### config.mk
export PLATFORM = sky130hd
export DESIGN_NAME = mem_lsu_flat
export DESIGN_NICKNAME = d
export VERILOG_FILES = /design/src/rtl/mem_lsu_if.sv /design/src/rtl/mem_lsu.sv /design/src/flat_wrapper.sv
export SDC_FILE = /design/constraint.sdc
export NUM_CORES = 1
export LEC_CHECK = 0
export CORE_MARGIN = 8
export CORE_UTILIZATION = 46
export CTS_CLUSTER_SIZE = 16
export DETAILED_ROUTE_END_ITERATION = 6
export PLACE_DENSITY = 0.78
export SLEW_MARGIN = 20
export SYNTH_ARGS = -nofsm -noshare
export SYNTH_HDL_FRONTEND = slang
export SYNTH_SLANG_ARGS = --single-unit
### constraint.sdc
create_clock -name clk -period 3.3 [get_ports clk]
set_clock_uncertainty 0.2 [all_clocks]
set_input_delay 0.66 -clock clk [delete_from_list [all_inputs] [get_ports clk]]
set_output_delay 0.66 -clock clk [all_outputs]
set_load 0.05 [all_outputs]
### src/rtl/mem_lsu_if.sv
// Bundle of the mem_lsu request, response and word-memory signals.
// The "slave" modport is the LSU itself. The "master" modport is the
// requester together with the word memory that sits behind the LSU.
interface mem_lsu_if;
    logic        req_valid;
    logic        req_ready;
    logic        req_we;
    logic [1:0]  req_size;
    logic        req_unsigned;
    logic [31:0] req_addr;
    logic [31:0] req_wdata;
    logic        rsp_valid;
    logic        rsp_ready;
    logic [31:0] rsp_rdata;
    logic        rsp_err;
    logic        mem_we;
    logic [31:0] mem_a;
    logic [31:0] mem_wd;
    logic [31:0] mem_rd;

    modport master (
        output req_valid, req_we, req_size, req_unsigned, req_addr, req_wdata,
        output rsp_ready, mem_rd,
        input  req_ready, rsp_valid, rsp_rdata, rsp_err, mem_we, mem_a, mem_wd
    );

    modport slave (
        input  req_valid, req_we, req_size, req_unsigned, req_addr, req_wdata,
        input  rsp_ready, mem_rd,
        output req_ready, rsp_valid, rsp_rdata, rsp_err, mem_we, mem_a, mem_wd
    );
endinterface

### src/rtl/mem_lsu.sv
// mem_lsu: a load/store unit in front of a word-wide memory.
// - Byte and half stores use read-modify-write: MERGE reads the word, then
//   WRITE writes it back.
// - Loads pick the addressed lane and then sign- or zero-extend it.
// Optional feature: define LSU_MISALIGN_TRAP_EN to trap misaligned requests.
// A trapped request has no memory access and returns rsp_err=1, rsp_rdata=0.
// If the macro is undefined, the low address bits are forced to the natural
// alignment and rsp_err is tied to 0.
module mem_lsu (
    input  logic     clk,
    input  logic     reset_n,
    mem_lsu_if.slave bus
);
    typedef enum logic [2:0] {IDLE, LOAD, MERGE, WRITE, RESP} state_t;

    state_t      state_q, state_d;
    logic [31:0] addr_q;
    logic [31:0] merged_q;     // store data on accept, merged word after MERGE
    logic [31:0] rdata_q;
    logic [1:0]  size_q;
    logic        unsigned_q;

    logic        accept;
    logic        req_mis;
    logic [1:0]  lane_off;
    logic [31:0] rd_shift;
    logic [31:0] load_data;
    logic [31:0] merge_data;

    assign accept = (state_q == IDLE) && bus.req_valid;

`ifdef LSU_MISALIGN_TRAP_EN
    logic err_q;

    assign req_mis = (bus.req_size == 2'b01) ? bus.req_addr[0] :
                     (bus.req_size[1]        ? (bus.req_addr[1:0] != 2'b00) : 1'b0);
    assign bus.rsp_err = err_q;

    // Error flag, decided at the moment a request is accepted
    always_ff @(posedge clk or negedge reset_n) begin
        if (!reset_n) begin
            err_q <= 1'b0;
        end else if (accept) begin
            err_q <= req_mis;
        end
    end
`else
    assign req_mis     = 1'b0;
    assign bus.rsp_err = 1'b0;
`endif

    // Lane offset: half accesses ignore addr[0], word accesses ignore both low bits
    always_comb begin
        lane_off = 2'b00;
        case (size_q)
            2'b00:   lane_off = addr_q[1:0];
            2'b01:   lane_off = {addr_q[1], 1'b0};
            default: lane_off = 2'b00;
        endcase
    end

    assign rd_shift = bus.mem_rd >> {lane_off, 3'b000};

    // Extract the addressed lane from the memory word and extend it
    always_comb begin
        load_data = rd_shift;
        case (size_q)
            2'b00:   load_data = unsigned_q ? {24'h0, rd_shift[7:0]}
                                            : {{24{rd_shift[7]}}, rd_shift[7:0]};
            2'b01:   load_data = unsigned_q ? {16'h0, rd_shift[15:0]}
                                            : {{16{rd_shift[15]}}, rd_shift[15:0]};
            default: load_data = rd_shift;
        endcase
    end

    // Overlay the store data onto the addressed lane(s) of the memory word
    always_comb begin
        merge_data = bus.mem_rd;
        if (size_q == 2'b00) begin
            merge_data[{lane_off, 3'b000} +: 8] = merged_q[7:0];
        end else if (size_q == 2'b01) begin
            merge_data[{lane_off, 3'b000} +: 16] = merged_q[15:0];
        end
    end

    // Next-state logic
    always_comb begin
        state_d = state_q;
        case (state_q)
            IDLE: begin
                if (bus.req_valid) begin
                    if (req_mis)              state_d = RESP;
                    else if (!bus.req_we)     state_d = LOAD;
                    else if (bus.req_size[1]) state_d = WRITE;
                    else                      state_d = MERGE;
                end
            end
            LOAD:    state_d = RESP;
            MERGE:   state_d = WRITE;
            WRITE:   state_d = RESP;
            RESP:    if (bus.rsp_ready) state_d = IDLE;
            default: state_d = IDLE;
        endcase
    end

    // Outputs decoded from the state. mem_we drops as soon as reset forces IDLE.
    assign bus.req_ready = (state_q == IDLE);
    assign bus.rsp_valid = (state_q == RESP);
    assign bus.rsp_rdata = rdata_q;
    assign bus.mem_we    = (state_q == WRITE);
    assign bus.mem_a     = ((state_q == LOAD) || (state_q == MERGE) || (state_q == WRITE))
                           ? {addr_q[31:2], 2'b00} : 32'h0;
    assign bus.mem_wd    = (state_q == WRITE) ? merged_q : 32'h0;

    // State register
    always_ff @(posedge clk or negedge reset_n) begin
        if (!reset_n) begin
            state_q <= IDLE;
        end else begin
            state_q <= state_d;
        end
    end

    // Request latches, merged word and load result
    always_ff @(posedge clk or negedge reset_n) begin
        if (!reset_n) begin
            addr_q     <= 32'h0;
            merged_q   <= 32'h0;
            rdata_q    <= 32'h0;
            size_q     <= 2'b00;
            unsigned_q <= 1'b0;
        end else begin
            case (state_q)
                IDLE: begin
                    if (accept) begin
                        addr_q     <= bus.req_addr;
                        merged_q   <= bus.req_wdata;
                        rdata_q    <= 32'h0;
                        size_q     <= bus.req_size;
                        unsigned_q <= bus.req_unsigned;
                    end
                end
                LOAD:    rdata_q  <= load_data;
                MERGE:   merged_q <= merge_data;
                default: ;
            endcase
        end
    end
endmodule
### src/flat_wrapper.sv
// flat-port wrapper written by rule: the top's interface ports become plain ports
module mem_lsu_flat 
  (clk, reset_n, bus_req_valid, bus_req_we, bus_req_size, bus_req_unsigned, bus_req_addr, bus_req_wdata, bus_rsp_ready, bus_mem_rd, bus_req_ready, bus_rsp_valid, bus_rsp_rdata, bus_rsp_err, bus_mem_we, bus_mem_a, bus_mem_wd);
  mem_lsu_if bus_i ();
  input  logic clk;
  input  logic reset_n;
  input wire logic [$bits(bus_i.req_valid)-1:0] bus_req_valid;
  input wire logic [$bits(bus_i.req_we)-1:0] bus_req_we;
  input wire logic [$bits(bus_i.req_size)-1:0] bus_req_size;
  input wire logic [$bits(bus_i.req_unsigned)-1:0] bus_req_unsigned;
  input wire logic [$bits(bus_i.req_addr)-1:0] bus_req_addr;
  input wire logic [$bits(bus_i.req_wdata)-1:0] bus_req_wdata;
  input wire logic [$bits(bus_i.rsp_ready)-1:0] bus_rsp_ready;
  input wire logic [$bits(bus_i.mem_rd)-1:0] bus_mem_rd;
  output wire logic [$bits(bus_i.req_ready)-1:0] bus_req_ready;
  output wire logic [$bits(bus_i.rsp_valid)-1:0] bus_rsp_valid;
  output wire logic [$bits(bus_i.rsp_rdata)-1:0] bus_rsp_rdata;
  output wire logic [$bits(bus_i.rsp_err)-1:0] bus_rsp_err;
  output wire logic [$bits(bus_i.mem_we)-1:0] bus_mem_we;
  output wire logic [$bits(bus_i.mem_a)-1:0] bus_mem_a;
  output wire logic [$bits(bus_i.mem_wd)-1:0] bus_mem_wd;
  assign bus_i.req_valid = bus_req_valid;
  assign bus_i.req_we = bus_req_we;
  assign bus_i.req_size = bus_req_size;
  assign bus_i.req_unsigned = bus_req_unsigned;
  assign bus_i.req_addr = bus_req_addr;
  assign bus_i.req_wdata = bus_req_wdata;
  assign bus_i.rsp_ready = bus_rsp_ready;
  assign bus_i.mem_rd = bus_mem_rd;
  assign bus_req_ready = bus_i.req_ready;
  assign bus_rsp_valid = bus_i.rsp_valid;
  assign bus_rsp_rdata = bus_i.rsp_rdata;
  assign bus_rsp_err = bus_i.rsp_err;
  assign bus_mem_we = bus_i.mem_we;
  assign bus_mem_a = bus_i.mem_a;
  assign bus_mem_wd = bus_i.mem_wd;
  mem_lsu u_core (.clk(clk), .reset_n(reset_n), .bus(bus_i));
endmodule
; ---- Word-level counts from Yosys, hierarchy flattened
; Index checks and enable logic that the tools add are counted.
[word_totals]
out_inout_bits = 100
regBits = 102
wordCells = 51
[op_classes]
n_mux = 19
addsub = 1
reduce_logical = 12
eq_ne = 8
n_shift = 5
[ops]
columns = operator, n
row1 = 32-bit two-way mux, 8
row2 = 32-bit case mux with 2 select lines, 3
row3 = 32-bit bitwise mux, 2
row4 = "16-bit by 7-bit variable shift with 32-bit output, first input constant", 1
row5 = "8-bit by 7-bit variable shift with 32-bit output, first input constant", 1
row6 = 16-bit by 7-bit variable part select with 32-bit output, 1
row7 = 8-bit by 7-bit variable part select with 32-bit output, 1
row8 = 32-bit by 5-bit right shift with 32-bit output, 1
row9 = 3-bit case mux with 4 select lines, 1
row10 = 3-bit two-way mux, 3
row11 = 2-bit AND reduction, 4
row12 = 5-bit negator with 7-bit output, 1
row13 = "3-bit by 2-bit == test with 1-bit output, second input constant", 2
row14 = "2-bit != test, second input constant", 2
row15 = 2-bit case mux with 2 select lines, 1
row16 = 2-bit nonzero test, 2
row17 = "3-bit by 1-bit == test with 1-bit output, second input constant", 1
row18 = "3-bit == test, second input constant", 1
row19 = 3-bit logical NOT, 1
row20 = "2-bit by 1-bit == test with 1-bit output, second input constant", 1
row21 = 2-bit logical NOT, 1
row22 = 1-bit logical OR, 2
row23 = "2-bit by 1-bit != test with 1-bit output, second input constant", 1
row24 = 2-bit OR reduction, 1
row25 = other kinds (2), 2

; ---- Depth between registers and ports, before layout
; Gate-level depths: netlist (run 1).
[depth]
ltp_word = 8
ltp_mapped = 11
ltp_nobuf = 8

; ---- Least setup slack after synthesis (run 1)
; OpenSTA, ideal clock, no wires.
[synth_path]
kind = reg2reg
startpoint = reg u_core.state_q[1]
endpoint = reg u_core.merged_q[24]
required_time_ps = 3014
setup_ps = 86
path_stages_with_launch = 8
t_arrival_ps = 2801
slack_ps = 213
cell_sequence = dfrtp_1 -> clkbuf_1 -> nor3_1 -> and2_1 -> clkbuf_1 -> clkbuf_1 -> nand2_1 -> a32oi_1
[synth_via]
elab_chain_cells = 4
word_cells_on_any_way = 7
classes_between = 2 x eq/ne / 1 x mux / 4 x reduce/logical
[synth_lines]
columns = element, line
row1 = "start, declared", mem_lsu.sv:16  ; state_t state_q, state_d;
row2 = "start signal, assigned", mem_lsu.sv:120  ; state_q <= state_d;
row3 = 3-bit logical NOT *, n/a
row4 = net bus_req_ready, flat_wrapper.sv:15  ; output wire logic [$bits(bus_i.req_ready)-1:0] bus_req_ready;
row5 = 1-bit logical AND, mem_lsu.sv:30  ; assign accept = (state_q == IDLE) && bus.req_valid;
row6 = 2-bit by 1-bit != test with 1-bit output (no line), n/a
row7 = 2-bit AND reduction (no line), n/a
row8 = "end signal, assigned", mem_lsu.sv:137  ; merged_q <= bus.req_wdata;
row9 = "end signal, assigned", mem_lsu.sv:144  ; MERGE: merged_q <= merge_data;
row10 = "end, declared", mem_lsu.sv:18  ; logic [31:0] merged_q;
; The timed path passes the listed nets; every way through them passes the cells marked *.
; A chain may end at the register's enable or synchronous reset.

; ---- Final worst setup path (run 1)
[layout_path]
startpoint = reg u_core.size_q[1]
endpoint = reg u_core.merged_q[30]
[layout_via]
elab_chain_cells = 8
word_cells_on_any_way = 13
classes_between = 1 x add/sub / 1 x eq/ne / 4 x shift / 6 x mux / 1 x reduce/logical
[layout_lines]
columns = element, line
row1 = "start, declared", mem_lsu.sv:20  ; logic [1:0] size_q;
row2 = "start signal, assigned", mem_lsu.sv:139  ; size_q <= bus.req_size;
row3 = 2-bit by 1-bit == test with 1-bit output / 2-bit logical NOT (equally long branches), "mem_lsu.sv:55, mem_lsu.sv:81, mem_lsu.sv:79"
row4 = 2-bit case mux with 2 select lines, mem_lsu.sv:55  ; case (size_q)
row5 = 5-bit negator with 7-bit output, "mem_lsu.sv:80, mem_lsu.sv:82"
row6 = 16-bit by 7-bit variable part select with 32-bit output / 16-bit by 7-bit variable shift with 32-bit output (equally long branches), mem_lsu.sv:82  ; merge_data[{lane_off, 3'b000} +: 16] = merged_q[15:0];
row7 = 32-bit bitwise mux, mem_lsu.sv:82
row8 = 32-bit two-way mux, mem_lsu.sv:81  ; end else if (size_q == 2'b01) begin
row9 = 32-bit two-way mux *, mem_lsu.sv:79  ; if (size_q == 2'b00) begin
row10 = 32-bit case mux with 2 select lines *, mem_lsu.sv:133  ; case (state_q)
; Mark *: on every way between the ends. The rest lies on a longest branch, timed or not.

==> flow_results.xml, run 1 <==
<?xml version="1.0" encoding="UTF-8"?>
<metrics>
  <group name="grt">
    <metric name="first_global_vias" unit="">6037</metric>
    <metric name="grt_usage" unit="%">26.36</metric>
    <metric name="maximum_number_of_pins_on_one_net_before_global_route_repair" unit="">66</metric>
    <metric name="antenna_found_initial" unit="">0</metric>
    <metric name="aggregate_global_routing_overflow" unit="">0</metric>
    <metric name="wire_length_of_the_first_global_routing_pass" unit="mm">34.40</metric>
  </group>
  <group name="clock_tree">
    <metric name="h-tree-depth" unit="">3</metric>
    <metric name="cts-root-buf" unit="">sky130_fd_sc_hd__clkbuf_16</metric>
    <metric name="cts_tree" unit="">built</metric>
    <metric name="clock_insertion_delay_worst_skew" unit="ns">0.35</metric>
    <metric name="cts.path.max_buffers" unit="">2</metric>
    <metric name="cts_buffer_count" unit="">9</metric>
    <metric name="clk_pin_slew_worst_paths" unit="ns">0.07</metric>
    <metric name="tritoncts_num_sinks" unit="">102</metric>
    <metric name="postCtsSetupBuffers" unit="">0</metric>
  </group>
  <group name="floorplanning">
    <metric name="start_util" unit="%">47.41</metric>
    <metric name="design.portCount" unit="">204</metric>
    <metric name="core_area" unit="mm2">0.01267</metric>
    <metric name="floorplan.die_area" unit="mm2">0.01697</metric>
    <metric name="num_rows" unit="">41</metric>
    <metric name="die_w" unit="um">130.3</metric>
    <metric name="die-height" unit="um">130.3</metric>
  </group>
  <group name="logic_synthesis">
    <metric name="synthesis.area" unit="mm2">0.006007</metric>
    <metric name="synth.most_common_cell" unit="">sky130_fd_sc_hd__nand2_1</metric>
    <metric name="yosysWarnings" unit="">0</metric>
    <metric name="synth_top_cells_by_area" unit="">sky130_fd_sc_hd__dfrtp_1 (42%), sky130_fd_sc_hd__nand2_1 (7.9%), sky130_fd_sc_hd__and2_1 (6.7%), sky130_fd_sc_hd__a21oi_1 (4.5%), sky130_fd_sc_hd__a221oi_1 (3.6%)</metric>
    <metric name="post-synth-top-area-cell" unit="">sky130_fd_sc_hd__dfrtp_1</metric>
    <metric name="synth_seq_cells" unit="">102</metric>
    <metric name="yosys.area.top_type_share" unit="%">42.49</metric>
    <metric name="post_synthesis_cells" unit="">705</metric>
    <metric name="ys_top_cells_by_count" unit="">sky130_fd_sc_hd__nand2_1 (126), sky130_fd_sc_hd__dfrtp_1 (102), sky130_fd_sc_hd__and2_1 (64)</metric>
    <metric name="avgSynthCellArea" unit="um2">8.521</metric>
    <metric name="synth-async-reset-ratio" unit="%">100.0</metric>
    <metric name="number_of_unique_standard_cell_types_used_by_synthesis" unit="">47</metric>
    <metric name="synth.yosys.seq_area_share" unit="%">42.49</metric>
    <metric name="synth_flop_type" unit="">sky130_fd_sc_hd__dfrtp_1</metric>
    <metric name="synth-edff-count" unit="">0</metric>
  </group>
  <group name="timing">
    <metric name="drv_slew" unit="">0</metric>
    <metric name="setup_violations" unit="">0</metric>
    <metric name="tightestPinTransition" unit="ns">0.8461</metric>
    <metric name="slew_headroom" unit="%">43.60</metric>
    <metric name="fin_crit" unit="ns">2.923</metric>
    <metric name="setup_repair_after_global_routing_missed_its_margin" unit="">no</metric>
    <metric name="finalCritPeriodShare" unit="%">88.59</metric>
    <metric name="final_hold_viol_count" unit="">0</metric>
    <metric name="fmax" unit="MHz">342.1</metric>
    <metric name="fin_tns_setup" unit="ns">0</metric>
  </group>
  <group name="final_layout">
    <metric name="area_growth" unit="%">48.53</metric>
    <metric name="final_nets" unit="">992</metric>
    <metric name="ff_latch_area" unit="mm2">0.002552</metric>
    <metric name="number_of_antenna_diodes" unit="">0</metric>
    <metric name="utilization_after_layout" unit="%">70.42</metric>
    <metric name="multi_input_area" unit="mm2">0.003183</metric>
    <metric name="fillCellCount" unit="">989</metric>
    <metric name="fraction_of_final_layout_cells_with_drive_strength_greater_than_1" unit="%">14.32</metric>
  </group>
  <group name="worst_hold_path">
    <metric name="hold_path_class" unit="">in2async</metric>
  </group>
  <group name="outcome">
    <metric name="run_status" unit="">finished clean</metric>
  </group>
  <group name="route">
    <metric name="detail_route.drc_violations" unit="">0</metric>
    <metric name="drtAntennaViolNets" unit="">0</metric>
    <metric name="routed_wire_length_per_instance" unit="um">21.06</metric>
    <metric name="dr_total_vias" unit="">6197</metric>
    <metric name="avgViaCountPerCell" unit="">5.852</metric>
    <metric name="drt-pass1-iter-count" unit="">6</metric>
    <metric name="routed_wl" unit="mm">22.30</metric>
    <metric name="drt_iter0_drc" unit="">621</metric>
  </group>
  <group name="placement">
    <metric name="port_buffers" unit="">200</metric>
    <metric name="gp_congestion" unit="">0.9190</metric>
    <metric name="hpwl_reported_at_the_end_of_detailed_placement" unit="mm">16.86</metric>
  </group>
  <group name="power_and_ir_drop">
    <metric name="power.leakage" unit="nW">3.885</metric>
    <metric name="vdd_ir_drop_max" unit="mV">0.6135</metric>
    <metric name="ratio_of_total_power_to_cell_area" unit="mW/mm2">1042</metric>
  </group>
  <group name="worst_setup_path">
    <metric name="reg2reg_setup_slack" unit="ns">0.38</metric>
    <metric name="worst-endpoint-required" unit="ns">3.34</metric>
    <metric name="worst-setup-path-type" unit="">reg2reg</metric>
    <metric name="start_kind" unit="">register</metric>
    <metric name="worstPathMaxFanout" unit="">19</metric>
    <metric name="cp.arrival" unit="ns">2.97</metric>
    <metric name="worstSetupEndpointType" unit="">register</metric>
  </group>
  <group name="job">
    <metric name="max_cap_violation_count" unit="">0</metric>
  </group>
</metrics>
worst max-delay path, cell delays in order (launching register included):
cell,delay (ns)
sky130_fd_sc_hd__dfrtp_1,0.40
sky130_fd_sc_hd__nor2_1,0.14
sky130_fd_sc_hd__nand2_1,0.17
sky130_fd_sc_hd__ha_1,0.67
sky130_fd_sc_hd__nand2_1,0.10
sky130_fd_sc_hd__nor4_1,0.57
sky130_fd_sc_hd__a221oi_1,0.23
sky130_fd_sc_hd__nor4_1,0.32
logic make-up after synthesis:
family          share of synthesized area (%)
simple gates                            27.58
compound gates                          19.89
flops                                   42.49
buf+inv                                 4.895
mux                                     3.833
fa+ha+maj                               1.250
other cells                           0.06243
sequential cells by signal, indices dropped and copies added (netlist names):
register / cells
u_core.addr_q: 32
u_core.state_q: 3
u_core.merged_q: 32
u_core.bus.rsp_rdata: 32
u_core.unsigned_q: 1
u_core.size_q: 2
report_power, final:
part / total [mW] / switching [mW] / internal [mW]
Sequential: 2.36 / 0.501 / 1.86
Combinational: 5.93 / 3.61 / 2.33
Clock: 1.01 / 0.488 / 0.519
layout make-up:
type                            instances  share of cell area [%]
Clock buffer                           10                   2.566
Inverter                                9                  0.3786
Timing Repair Buffer                  226                   29.84
Sequential cell                       102                   28.61
Tap cell                              172                   2.412
Multi-Input combinational cell        534                   35.68
Clock inverter                          6                  0.5189
path summary, 6_finish.rpt:
| kind | cells after the start | from | to |
|---|---|---|---|
| max reg2reg | 7 | u_core.size_q[1] | u_core.merged_q[30] |
| min | 1 | reset_n | u_core.bus.rsp_rdata[7] |
| min reg2reg | 2 | u_core.addr_q[29] | u_core.addr_q[29] |
| max | 7 | u_core.size_q[1] | u_core.merged_q[30] |
| min in group clk | 2 | u_core.addr_q[29] | u_core.addr_q[29] |
| max in group asynchronous | 2 | reset_n | u_core.merged_q[19] |
repair_timing:
item | 4_1_cts | 5_1_grt
hold buffers | 0 | 0
setup endpoints to repair | 0 | 1
gates resized for setup | 0 | 1
per-stage QoR:
| stage | area [um2] | std cells | power (mW) | setup slack, ns | hold WS (ns) |
|---|---|---|---|---|---|
| after floorplan | 6015 | 707 | 5.972 | 0.2131 | 0.1644 |
| after CTS | 8914 | 1059 | 9.277 | 0.3039 | 0.09303 |
| final | 8922 | 1059 | 9.299 | 0.3765 | 0.08225 |
| after global routing | 8922 | 1059 | 9.832 | 0.1782 | 0.1076 |
| after detailed placement | 8638 | 1043 | 8.256 | 0.3197 | 0.2536 |
| after global placement | 8638 | 1043 | 8.109 | 0.4980 | 0.2489 |
cells in the final DEF (no fill, tap or decap), types with 10 or more instances in the layout:
cell type,netlist,final
sky130_fd_sc_hd__a21oi_1,54,54
sky130_fd_sc_hd__a221oi_1,25,25
sky130_fd_sc_hd__a31oi_1,18,18
sky130_fd_sc_hd__a32oi_1,12,12
sky130_fd_sc_hd__and2_1,64,63
sky130_fd_sc_hd__buf_12,0,50
sky130_fd_sc_hd__buf_4,4,40
sky130_fd_sc_hd__clkdlybuf4s50_1,0,136
sky130_fd_sc_hd__dfrtp_1,102,102
sky130_fd_sc_hd__mux2i_1,14,14
sky130_fd_sc_hd__nand2_1,126,126
sky130_fd_sc_hd__nand3b_1,12,12
sky130_fd_sc_hd__nor2_1,36,36
sky130_fd_sc_hd__nor2b_1,10,10
sky130_fd_sc_hd__nor3_1,27,27
sky130_fd_sc_hd__nor4_1,11,11
sky130_fd_sc_hd__o21ai_0,29,29
metal layers:
layer  global-route usage, %  share of wire, %  up-vias
li1                        -                 -     2858
met1                   34.57                41     3023
met2                   42.60                48      281
met3                   5.386               8.1       35
met4                   8.675               2.1        0
met5                       0                 0        -
Note: power is estimated with default switching activity, not from simulation.
==> run 2, diff against run 1 <==
Settings changed: CORE_UTILIZATION 46 to 50, PLACE_DENSITY 0.78 to 0.84.
Clock period 3.3 ns to 3.8 ns, I/O delays scaled along.
==> run 2 against run 1 <==
  * Total power shrank 19%
  * Critical path depth fell by 2
  * Sequential share of layout area rose by 2.0 points
  * Global-route usage increased by 0.11 points
  * Sequential cell count unchanged
  * Clock power shrank 17%
  * Die area shrank 7.0%
  * Highest routed layer unchanged
  * Sequential power down 13%
  * Final cell count is 2.9% lower
  * Non-clock buffer count is 6 lower
==> flow_results.xml, run 2 (synthesized netlist as in run 1, its figures left out) <==
<?xml version="1.0" encoding="UTF-8"?>
<metrics>
  <group name="outcome">
    <metric name="run_status" unit="">finished clean</metric>
  </group>
  <group name="floorplanning">
    <metric name="die-height" unit="um">125.6</metric>
    <metric name="design.portCount" unit="">204</metric>
    <metric name="floorplan.die_area" unit="mm2">0.01578</metric>
    <metric name="num_rows" unit="">40</metric>
    <metric name="core_area" unit="mm2">0.01186</metric>
    <metric name="start_util" unit="%">50.64</metric>
    <metric name="die_w" unit="um">125.6</metric>
  </group>
  <group name="route">
    <metric name="routed_wire_length_per_instance" unit="um">20.77</metric>
    <metric name="dr_total_vias" unit="">6278</metric>
    <metric name="detail_route.drc_violations" unit="">0</metric>
    <metric name="routed_wl" unit="mm">21.36</metric>
    <metric name="avgViaCountPerCell" unit="">6.107</metric>
    <metric name="drtAntennaViolNets" unit="">0</metric>
    <metric name="drt-pass1-iter-count" unit="">5</metric>
    <metric name="drt_iter0_drc" unit="">664</metric>
  </group>
  <group name="grt">
    <metric name="first_global_vias" unit="">6158</metric>
    <metric name="aggregate_global_routing_overflow" unit="">0</metric>
    <metric name="antenna_found_initial" unit="">0</metric>
    <metric name="wire_length_of_the_first_global_routing_pass" unit="mm">33.70</metric>
    <metric name="maximum_number_of_pins_on_one_net_before_global_route_repair" unit="">67</metric>
    <metric name="grt_usage" unit="%">26.46</metric>
  </group>
  <group name="clock_tree">
    <metric name="clk_pin_slew_worst_paths" unit="ns">0.07</metric>
    <metric name="clock_insertion_delay_worst_skew" unit="ns">0.35</metric>
    <metric name="cts.path.max_buffers" unit="">2</metric>
    <metric name="postCtsSetupBuffers" unit="">0</metric>
    <metric name="cts_hold_repair.buffers" unit="">0</metric>
    <metric name="tritoncts_num_sinks" unit="">102</metric>
    <metric name="post_cts_resized" unit="">0</metric>
    <metric name="cts_buffer_count" unit="">9</metric>
    <metric name="h-tree-depth" unit="">3</metric>
    <metric name="cts_tree" unit="">built</metric>
    <metric name="cts-root-buf" unit="">sky130_fd_sc_hd__clkbuf_16</metric>
  </group>
  <group name="timing">
    <metric name="fin_tns_setup" unit="ns">0</metric>
    <metric name="fmax" unit="MHz">278.6</metric>
    <metric name="fin_crit" unit="ns">3.589</metric>
    <metric name="final_hold_viol_count" unit="">0</metric>
    <metric name="fin_hold_ws" unit="ns">0.2661</metric>
    <metric name="finalCritPeriodShare" unit="%">94.46</metric>
    <metric name="slew_headroom" unit="%">35.79</metric>
    <metric name="postLayoutSetupSlackWorst" unit="ns">0.2107</metric>
    <metric name="drv_slew" unit="">0</metric>
    <metric name="setup_violations" unit="">0</metric>
    <metric name="tightestPinTransition" unit="ns">0.9596</metric>
  </group>
  <group name="worst_setup_path">
    <metric name="worstPathMaxFanout" unit="">25</metric>
    <metric name="timing.critical_path.slowest_cell_delay" unit="ns">0.80</metric>
    <metric name="path_cells" unit="">inv_1, nor3b_4, buf_4, and2_1, clkdlybuf4s50_1</metric>
    <metric name="critical_path_depth" unit="">5</metric>
    <metric name="worstSetupEndpointType" unit="">primary output</metric>
    <metric name="start_kind" unit="">register</metric>
    <metric name="worst-endpoint-required" unit="ns">2.84</metric>
    <metric name="worst-setup-path-type" unit="">reg2out</metric>
    <metric name="rr_worst_depth" unit="">8</metric>
    <metric name="cp.arrival" unit="ns">2.63</metric>
    <metric name="timing.critical_path.max_delay_family" unit="">buffers and inverters</metric>
    <metric name="cp_num_buf_inv" unit="">3</metric>
    <metric name="reg2reg_setup_slack" unit="ns">0.81</metric>
    <metric name="timing.critical_path.slowest_stage_cell" unit="">sky130_fd_sc_hd__clkdlybuf4s50_1</metric>
  </group>
  <group name="final_layout">
    <metric name="number_of_antenna_diodes" unit="">0</metric>
    <metric name="fraction_of_final_layout_cells_with_drive_strength_greater_than_1" unit="%">9.762</metric>
    <metric name="utilization_after_layout" unit="%">70.38</metric>
    <metric name="final_common_cell" unit="">sky130_fd_sc_hd__clkdlybuf4s50_1</metric>
    <metric name="final_nets" unit="">986</metric>
    <metric name="stdcell_count" unit="">1028</metric>
    <metric name="fillCellCount" unit="">929</metric>
    <metric name="finalInstanceArea" unit="mm2">0.008348</metric>
    <metric name="area_growth" unit="%">38.97</metric>
    <metric name="commonest_non_fill_non_tap_cells_in_the_layout" unit="">sky130_fd_sc_hd__clkdlybuf4s50_1 (149), sky130_fd_sc_hd__nand2_1 (126), sky130_fd_sc_hd__dfrtp_1 (102)</metric>
  </group>
  <group name="worst_hold_path">
    <metric name="hold_path_class" unit="">reg2reg</metric>
    <metric name="holdPathStages" unit="">2</metric>
  </group>
  <group name="placement">
    <metric name="placed_area" unit="mm2">0.008031</metric>
    <metric name="port_buffers" unit="">200</metric>
    <metric name="placement.setup.worst_slack" unit="ns">0.4487</metric>
    <metric name="numPlacedInstances" unit="">1012</metric>
    <metric name="gp_congestion" unit="">0.9406</metric>
    <metric name="hpwl_reported_at_the_end_of_detailed_placement" unit="mm">15.88</metric>
  </group>
  <group name="power_and_ir_drop">
    <metric name="vdd_ir_drop_max" unit="mV">0.6020</metric>
    <metric name="total_power" unit="mW">7.538</metric>
    <metric name="power.leakage" unit="nW">4.004</metric>
    <metric name="ratio_of_total_power_to_cell_area" unit="mW/mm2">903.0</metric>
  </group>
  <group name="job">
    <metric name="max_cap_violation_count" unit="">0</metric>
  </group>
</metrics>
-- run 2: cell count changes in the layout (fill, tap and decap cells not counted), sizes merged --
cell           previous run  this run
buf                      90        51
clkbuf                   10        12
clkdlybuf4s50           136       149
clkinv                    3         4
clkinvlp                  1         0
dlymetal6s2s              0        20
inv                      11         9
-- run 2: tightest hold or removal path: cells and delay by family, from the launching register on --
kind / cells / cell delay (ns)
and+or+nand+nor: 2 / 0.10
DFF: 1 / 0.33
-- run 2: layout make-up --
| cell class | instances | area (um2) | share of cell area, % |
|---|---|---|---|
| Tap cell | 147 | 183.9 | 2.203 |
| Multi-Input combinational cell | 534 | 3181 | 38.10 |
| Sequential cell | 102 | 2552 | 30.58 |
| Clock buffer | 12 | 236.5 | 2.833 |
| Timing Repair Buffer | 220 | 2137 | 25.60 |
| Clock inverter | 4 | 23.77 | 0.2848 |
| Inverter | 9 | 33.78 | 0.4047 |
-- run 2: report_power, final --
| group | internal [mW] | leakage, nW | total (mW) | switching, mW |
|---|---|---|---|---|
| clock network | 0.443 | 0.130 | 0.839 | 0.396 |
| registers | 1.61 | 1.26 | 2.05 | 0.441 |
| logic | 1.64 | 2.61 | 4.64 | 3.01 |
| total | 3.69 | 4.00 | 7.54 | 3.85 |
-- run 2: final timing paths --
kind	endpoint	start
max	bus_mem_wd[30]	u_core.state_q[0]
min	u_core.addr_q[18]	u_core.addr_q[18]
max reg2reg	u_core.merged_q[30]	u_core.size_q[1]
min reg2reg	u_core.addr_q[18]	u_core.addr_q[18]
max in group asynchronous	u_core.merged_q[26]	reset_n
min in group asynchronous	u_core.bus.rsp_rdata[9]	reset_n
-- run 2: per-layer routing --
| layer | part of all wire, % | track usage [%] | vias to the layer above |
|---|---|---|---|
| met1 | 40 | 33.40 | 3040 |
| li1 | - | - | 2842 |
| met3 | 9.3 | 6.456 | 42 |
| met4 | 2.9 | 9.241 | 0 |
| met2 | 48 | 43.36 | 354 |
| met5 | 0 | 0 | - |
